--- src/rtl/accel_pkg.sv ---
// Shared encodings for the accelerator sequencer: instruction field layout,
// opcodes, FSM states and the default array size.
package accel_pkg;

  localparam int ARR_SIZE_DEF = 4;

  localparam int OP_LSB    = 60;
  localparam int OP_W      = 4;
  localparam int ADDR_LSB  = 45;
  localparam int ADDR_W    = 15;
  localparam int CLR_BIT   = 44;
  localparam int OADDR_LSB = 40;
  localparam int OADDR_W   = 4;
  localparam int LEN_LSB   = 32;
  localparam int LEN_W     = 8;
  localparam int DATA_LSB  = 0;
  localparam int DATA_W    = 32;

  localparam logic [OP_W-1:0] OP_NOP     = 4'd0;
  localparam logic [OP_W-1:0] OP_LD_INP  = 4'd1;
  localparam logic [OP_W-1:0] OP_LD_WT   = 4'd2;
  localparam logic [OP_W-1:0] OP_COMPUTE = 4'd3;
  localparam logic [OP_W-1:0] OP_STORE   = 4'd4;
  localparam logic [OP_W-1:0] OP_READ    = 4'd5;

  typedef enum logic [2:0] {
    ST_IDLE,
    ST_LOAD,
    ST_FEED,
    ST_FLUSH,
    ST_STORE,
    ST_READ
  } state_e;

  // Opcodes above READ are reserved and rejected with an error pulse.
  function automatic logic op_legal(input logic [OP_W-1:0] op);
    return op <= OP_READ;
  endfunction

endpackage

--- src/rtl/seq_addr_gen.sv ---
// Feed address generator: walks base..base+len-1 (wrapping), then counts
// down the skew flush while holding the final address.
module seq_addr_gen #(
  parameter int AW        = 15,
  parameter int LW        = 8,
  parameter int FLUSH_LEN = 7
) (
  input  logic          clk,
  input  logic          rst_n,
  input  logic          start,
  input  logic [AW-1:0] base,
  input  logic [LW-1:0] len,
  output logic [AW-1:0] addr,
  output logic          last_beat,
  output logic          flush_last
);

  localparam int FW = $clog2(FLUSH_LEN + 1);

  logic [LW-1:0] beat_cnt;
  logic [FW-1:0] flush_cnt;
  logic          feeding;
  logic          flushing;

  always_ff @(posedge clk or negedge rst_n) begin
    if (!rst_n) begin
      addr      <= '0;
      beat_cnt  <= '0;
      flush_cnt <= '0;
      feeding   <= 1'b0;
      flushing  <= 1'b0;
    end else if (start) begin
      addr      <= base;
      beat_cnt  <= len - LW'(1);
      feeding   <= 1'b1;
      flushing  <= 1'b0;
    end else if (feeding) begin
      if (beat_cnt == '0) begin
        feeding   <= 1'b0;
        flushing  <= 1'b1;
        flush_cnt <= FW'(FLUSH_LEN - 1);
      end else begin
        // Natural overflow of the AW-bit adder gives the modulo-2^AW wrap.
        addr     <= addr + AW'(1);
        beat_cnt <= beat_cnt - LW'(1);
      end
    end else if (flushing) begin
      if (flush_cnt == '0) begin
        flushing <= 1'b0;
      end else begin
        flush_cnt <= flush_cnt - FW'(1);
      end
    end
  end

  assign last_beat  = feeding && (beat_cnt == '0);
  assign flush_last = flushing && (flush_cnt == '0);

endmodule

--- src/rtl/systolic_sequencer.sv ---
// Single-issue sequencer: decodes one instruction at a time and drives the
// buffer write, feed/flush, accumulator store and readback strobes.
module systolic_sequencer
  import accel_pkg::*;
#(
  parameter int ARR_SIZE = ARR_SIZE_DEF,
  parameter int AW       = 15,
  parameter int OAW      = 4
) (
  input  logic           clk,
  input  logic           rst_n,
  input  logic           instr_valid,
  input  logic [63:0]    instr,
  output logic           instr_ready,
  output logic           inp_buf_we,
  output logic [AW-1:0]  inp_buf_addr,
  output logic [31:0]    inp_buf_data,
  output logic           wt_buf_we,
  output logic [AW-1:0]  wt_buf_addr,
  output logic [31:0]    wt_buf_data,
  output logic           arr_en,
  output logic [AW-1:0]  arr_rd_addr,
  output logic           acc_clear,
  output logic           acc_store,
  output logic [OAW-1:0] acc_op_addr,
  output logic           op_buf_rd_en,
  output logic [OAW-1:0] op_buf_rd_addr,
  output logic           busy,
  output logic           err
);

  localparam int FLUSH_LEN = 2 * ARR_SIZE - 1;

  state_e state;

  logic [OP_W-1:0]   op_in;
  logic [AW-1:0]     addr_in;
  logic              clr_in;
  logic [OAW-1:0]    oaddr_in;
  logic [LEN_W-1:0]  len_in;
  logic [DATA_W-1:0] data_in;
  logic              accept;
  logic              illegal;
  logic              gen_start;
  logic              last_beat;
  logic              flush_last;

  assign op_in    = instr[OP_LSB +: OP_W];
  assign addr_in  = instr[ADDR_LSB +: AW];
  assign clr_in   = instr[CLR_BIT];
  assign oaddr_in = instr[OADDR_LSB +: OAW];
  assign len_in   = instr[LEN_LSB +: LEN_W];
  assign data_in  = instr[DATA_LSB +: DATA_W];

  assign accept    = instr_valid && instr_ready;
  assign illegal   = !op_legal(op_in) || ((op_in == OP_COMPUTE) && (len_in == '0));
  assign gen_start = accept && (op_in == OP_COMPUTE) && (len_in != '0);

  seq_addr_gen #(
    .AW        (AW),
    .LW        (LEN_W),
    .FLUSH_LEN (FLUSH_LEN)
  ) u_addr_gen (
    .clk        (clk),
    .rst_n      (rst_n),
    .start      (gen_start),
    .base       (addr_in),
    .len        (len_in),
    .addr       (arr_rd_addr),
    .last_beat  (last_beat),
    .flush_last (flush_last)
  );

  always_ff @(posedge clk or negedge rst_n) begin
    if (!rst_n) begin
      state          <= ST_IDLE;
      instr_ready    <= 1'b1;
      busy           <= 1'b0;
      err            <= 1'b0;
      inp_buf_we     <= 1'b0;
      inp_buf_addr   <= '0;
      inp_buf_data   <= '0;
      wt_buf_we      <= 1'b0;
      wt_buf_addr    <= '0;
      wt_buf_data    <= '0;
      arr_en         <= 1'b0;
      acc_clear      <= 1'b0;
      acc_store      <= 1'b0;
      acc_op_addr    <= '0;
      op_buf_rd_en   <= 1'b0;
      op_buf_rd_addr <= '0;
    end else begin
      // Single-cycle strobes drop unless re-asserted below.
      inp_buf_we   <= 1'b0;
      wt_buf_we    <= 1'b0;
      acc_clear    <= 1'b0;
      acc_store    <= 1'b0;
      op_buf_rd_en <= 1'b0;
      err          <= 1'b0;

      case (state)
        ST_IDLE: begin
          if (accept) begin
            if (illegal) begin
              err <= 1'b1;
            end else begin
              case (op_in)
                OP_LD_INP: begin
                  inp_buf_we   <= 1'b1;
                  inp_buf_addr <= addr_in;
                  inp_buf_data <= data_in;
                  state        <= ST_LOAD;
                  instr_ready  <= 1'b0;
                  busy         <= 1'b1;
                end
                OP_LD_WT: begin
                  wt_buf_we   <= 1'b1;
                  wt_buf_addr <= addr_in;
                  wt_buf_data <= data_in;
                  state       <= ST_LOAD;
                  instr_ready <= 1'b0;
                  busy        <= 1'b1;
                end
                OP_COMPUTE: begin
                  arr_en      <= 1'b1;
                  acc_clear   <= clr_in;
                  state       <= ST_FEED;
                  instr_ready <= 1'b0;
                  busy        <= 1'b1;
                end
                OP_STORE: begin
                  acc_store   <= 1'b1;
                  acc_op_addr <= oaddr_in;
                  state       <= ST_STORE;
                  instr_ready <= 1'b0;
                  busy        <= 1'b1;
                end
                OP_READ: begin
                  op_buf_rd_en   <= 1'b1;
                  op_buf_rd_addr <= oaddr_in;
                  state          <= ST_READ;
                  instr_ready    <= 1'b0;
                  busy           <= 1'b1;
                end
                default: ;
              endcase
            end
          end
        end
        ST_LOAD, ST_STORE, ST_READ: begin
          state       <= ST_IDLE;
          instr_ready <= 1'b1;
          busy        <= 1'b0;
        end
        ST_FEED: begin
          if (last_beat) begin
            state <= ST_FLUSH;
          end
        end
        ST_FLUSH: begin
          if (flush_last) begin
            arr_en      <= 1'b0;
            state       <= ST_IDLE;
            instr_ready <= 1'b1;
            busy        <= 1'b0;
          end
        end
        default: begin
          arr_en      <= 1'b0;
          state       <= ST_IDLE;
          instr_ready <= 1'b1;
          busy        <= 1'b0;
        end
      endcase
    end
  end

endmodule

--- config.mk ---
export PLATFORM = sky130hd
export DESIGN_NAME = systolic_sequencer
export DESIGN_NICKNAME = d
export VERILOG_FILES = /design/src/rtl/accel_pkg.sv /design/src/rtl/seq_addr_gen.sv /design/src/rtl/systolic_sequencer.sv
export SDC_FILE = /design/constraint.sdc
export NUM_CORES = 1
export LEC_CHECK = 0
export BUFFER_PORTS_ARGS = -buffer_cell sky130_fd_sc_hd__buf_4
export CAP_MARGIN = 20
export CELL_PAD_IN_SITES_DETAIL_PLACEMENT = 1
export CELL_PAD_IN_SITES_GLOBAL_PLACEMENT = 2
export CORE_ASPECT_RATIO = 1.1
export CORE_MARGIN = 2
export CORE_UTILIZATION = 30
export CTS_CLUSTER_DIAMETER = 100
export DETAILED_ROUTE_END_ITERATION = 7
export PLACE_DENSITY = 0.84
export SLEW_MARGIN = 10
export SYNTH_ARGS = -nofsm -noshare
export SYNTH_HDL_FRONTEND = slang
export SYNTH_HIERARCHICAL = 1
export SYNTH_SLANG_ARGS = --single-unit
export TNS_END_PERCENT = 50
--- constraint.sdc ---
create_clock -name clk -period 2.65 [get_ports clk]
set_clock_uncertainty 0.2 [all_clocks]
set_input_delay 0.53 -clock clk [delete_from_list [all_inputs] [get_ports clk]]
set_output_delay 0.53 -clock clk [all_outputs]
set_load 0.01 [all_outputs]
==> impl_metrics.py <==
metrics = {
    "global_route": {
        "grt_overflow": 0,
        "antenna_found_initial": 0,
        "grt_pass1_wl_um": 28040,
        "grt_usage_pct": 16.06,
        "grt_max_degree": 62,
        "grt_pass1_vias": 5204,
    },
    "timing": {
        "setup_viol": 0,
        "final_hold_viol_count": 0,
        "min_period_over_period_pct": 96.83,
        "rsz0062_at_grt": "false",
        "worstMarginPinSlew_ps": 638.8,
        "final_max_slew_viol_count": 0,
        "timing.final.crit_period_ps": 2566,
        "timing.max_slew.rel_slack_pct": 57.21,
        "timing.fmax_mhz": 389.7,
    },
    "floorplanning": {
        "die_y_um": 157.3,
        "core_mm2": 0.02116,
        "start_util_pct": 30.29,
        "die-area_mm2": 0.02255,
        "io_pins": 193,
        "die_w_um": 143.4,
        "num_rows": 56,
    },
    "power": {
        "p_leak_uw": 0.004486,
        "p_sw_uw": 3387,
        "clkPwrFrac_pct": 24.5,
        "internal_power_uw": 6870,
        "p_total_uw": 10260,
        "p_comb_share_pct": 38.1,
        "p_per_area_mw_per_mm2": 1131,
        "p_sw_share_pct": 33.02,
        "seqPwrFrac_pct": 37.5,
        "vdd_drop_max_mv": 0.4018,
    },
    "finish": {
        "area_growth_syn_to_layout_pct": 41.47,
        "utilization_pct": 42.85,
        "antennaDiodeCount": 0,
        "layout.nets": 776,
        "drive_gt1_share_pct": 53.76,
        "finalInstanceArea_mm2": 0.009066,
    },
    "logic_synthesis": {
        "synthDistinctLibCells": 62,
        "netlist_area_mm2": 0.006409,
        "synth_edf_count": 0,
        "avgSynthCellArea_um2": 13.41,
        "netlist_instances": 478,
        "ys_ff_latch": 142,
        "syn-num-nets": 549,
        "synth_top_cell_area_share_pct": 55.06,
        "postSynth.asyncResetShare_pct": 100.0,
        "synth_most_common_cell": "dfrtp_1",
        "seq_area_frac_synth_pct": 55.47,
        "synth-main-ff-cell": "dfrtp_1",
        "ys_top_cells_by_area": "dfrtp_1 55%, mux2_4 11%, mux2_2 9.5%",
        "synth_common_cells": "141 x dfrtp_1, 54 x mux2_2, 49 x mux2_4",
        "ys_warn_count": 6,
        "synth_top_area_cell": "dfrtp_1",
    },
    "place": {
        "post-dp-hpwl_um": 13350,
        "gp_congestion": 0.7873,
        "numPortBuffers": 192,
        "place_area_mm2": 0.008397,
    },
    "setup_path": {
        "endpoint_kind": "flop",
        "start_kind": "input pin",
        "startpoint": "instr[33]",
        "critPathArrivalTime_ps": 2670,
        "reg2reg_from": "instr_ready",
        "critPathMaxFanout": 4,
        "worstSetupPathType": "input pin to flop",
        "cp.required_ps": 2750,
    },
    "worst_hold_path": {
        "min_path_type": "input pin to flop",
        "worstHoldStart": "instr[46]",
    },
    "detailed_routing": {
        "routedWlPerCell_um": 17.95,
        "vias_per_cell": 4.786,
        "drt-pass1-iter-count": 4,
        "ant_nets": 0,
        "vias": 4824,
        "routed_wl_um": 18100,
        "drc": 0,
        "drtIter0Drc": 134,
    },
    "clocking": {
        "clkLatencyLatePin_ps": 420,
        "numCtsBuffers": 17,
        "cts_sinks": 142,
        "cts_tree": "done",
        "htree_levels": 4,
        "cts.clk_slew.worst_paths_ps": 60,
        "clockBufferDepth": 2,
        "clock-root-buffer": "clkbuf_16",
    },
    "job": {
        "maxCapViolCount": 0,
    },
    "status": {
        "status": "finished clean",
    },
}
[layout make-up]
type | instances | area [µm²]
Inverter | 13 | 48.80
Clock buffer | 18 | 439.2
Sequential cell | 142 | 3555
Tap cell | 290 | 362.8
Fill cell | 2279 | 12090
Timing Repair Buffer | 229 | 1763
Clock inverter | 14 | 181.4
Multi-Input combinational cell | 302 | 2716
[registers in the layout, summed over array words and instances (netlist names), 3 cells and up]
register              cells
u_addr_gen/flush_cnt      3
inp_buf_data             32
inp_buf_addr             15
op_buf_rd_addr            4
acc_op_addr               4
state                     3
wt_buf_data              32
u_addr_gen/beat_cnt       8
wt_buf_addr              15
u_addr_gen/addr          15
[cell families after synthesis]
kind of cell | share of synthesized area, %
AO/OA/AOI/OAI | 7.204
XOR/XNOR | 1.367
adder cells (fa/ha/maj) | 0.7810
buffers and inverters | 3.026
flip-flops | 55.47
multiplexers | 21.75
AND/OR/NAND/NOR | 10.41
[power by group through the flow]
stage | sequential, µW | combinational, µW | clock (µW)
after floorplan | 4090 | 1590 | 0
after global placement | 3800 | 3790 | 0
after detailed placement | 3870 | 3910 | 0
after CTS | 3850 | 3920 | 2570
after global routing | 3990 | 4210 | 2670
final | 3840 | 3910 | 2510
[final timing paths]
path	cells past startpoint	slack, ps	to
worst min-delay path	3	150	u_addr_gen/addr[1]
worst min register to register	1	300	arr_en
worst max register to register	7	220	u_addr_gen/beat_cnt[6]
min in group asynchronous	2	430	wt_buf_data[28]
max in group asynchronous	3	1110	wt_buf_data[31]
worst max-delay path	9	80	u_addr_gen/beat_cnt[6]
[per-stage QoR]
stage               setup TNS [ps]  setup WS, ps  cells  hold slack [ps]
floorplan                   -674.7        -409.8    478            34.41
global placement             -1033        -335.2    973            291.7
detailed placement           -1929        -420.2    973            289.2
CTS                              0         29.58   1006            131.5
global route                     0         15.47   1008            138.8
finish                           0         83.98   1008            147.2
[timing repair]
action	CTS	global route
endpoints found under the hold margin	49	0
resized for setup	0	5
setup buffers	0	2
hold buffers	1	0
setup endpoints to repair	0	1
[placed cells by master, fill, tap and decap left out, types with 3 or more instances in the layout]
| cell type | count |
|---|---|
| nand3_1 | 14 |
| nor4_1 | 5 |
| buf_12 | 3 |
| and4_1 | 3 |
| mux2_4 | 49 |
| nor2_1 | 21 |
| dfrtp_1 | 141 |
| nand4_1 | 3 |
| a31oi_1 | 8 |
| nand2b_1 | 8 |
| ha_1 | 3 |
| inv_6 | 4 |
| nor3_1 | 7 |
| clkbuf_16 | 17 |
| or4_4 | 5 |
| o31a_1 | 5 |
| or4_1 | 3 |
| xnor2_1 | 5 |
| nand2_1 | 19 |
| inv_1 | 13 |
| mux2_2 | 54 |
| xor2_1 | 5 |
| a21oi_1 | 8 |
| or3_1 | 6 |
| buf_4 | 224 |
| clkinvlp_4 | 3 |
| mux2i_1 | 3 |
| bufinv_16 | 3 |
| o21ai_0 | 16 |
[worst max-delay path: stages]
cell	delay, ps
buf_4	110
or4_4	530
o2111a_2	330
mux2i_2	230
ha_2	240
nor2b_2	150
a32oi_2	80
o31a_1	260
a22o_1	210
[per-layer routing]
layer	global-route usage [%]	share of wire, %	wire length [µm]	vias up
met5	0	0	0	-
met4	5.929	2.1	376	0
met3	3.407	4.2	759	26
met2	29.12	53	9594	116
met1	18.56	41	7365	2470
li1	-	-	-	2212
No activity file was read; power rests on OpenSTA's default activity.
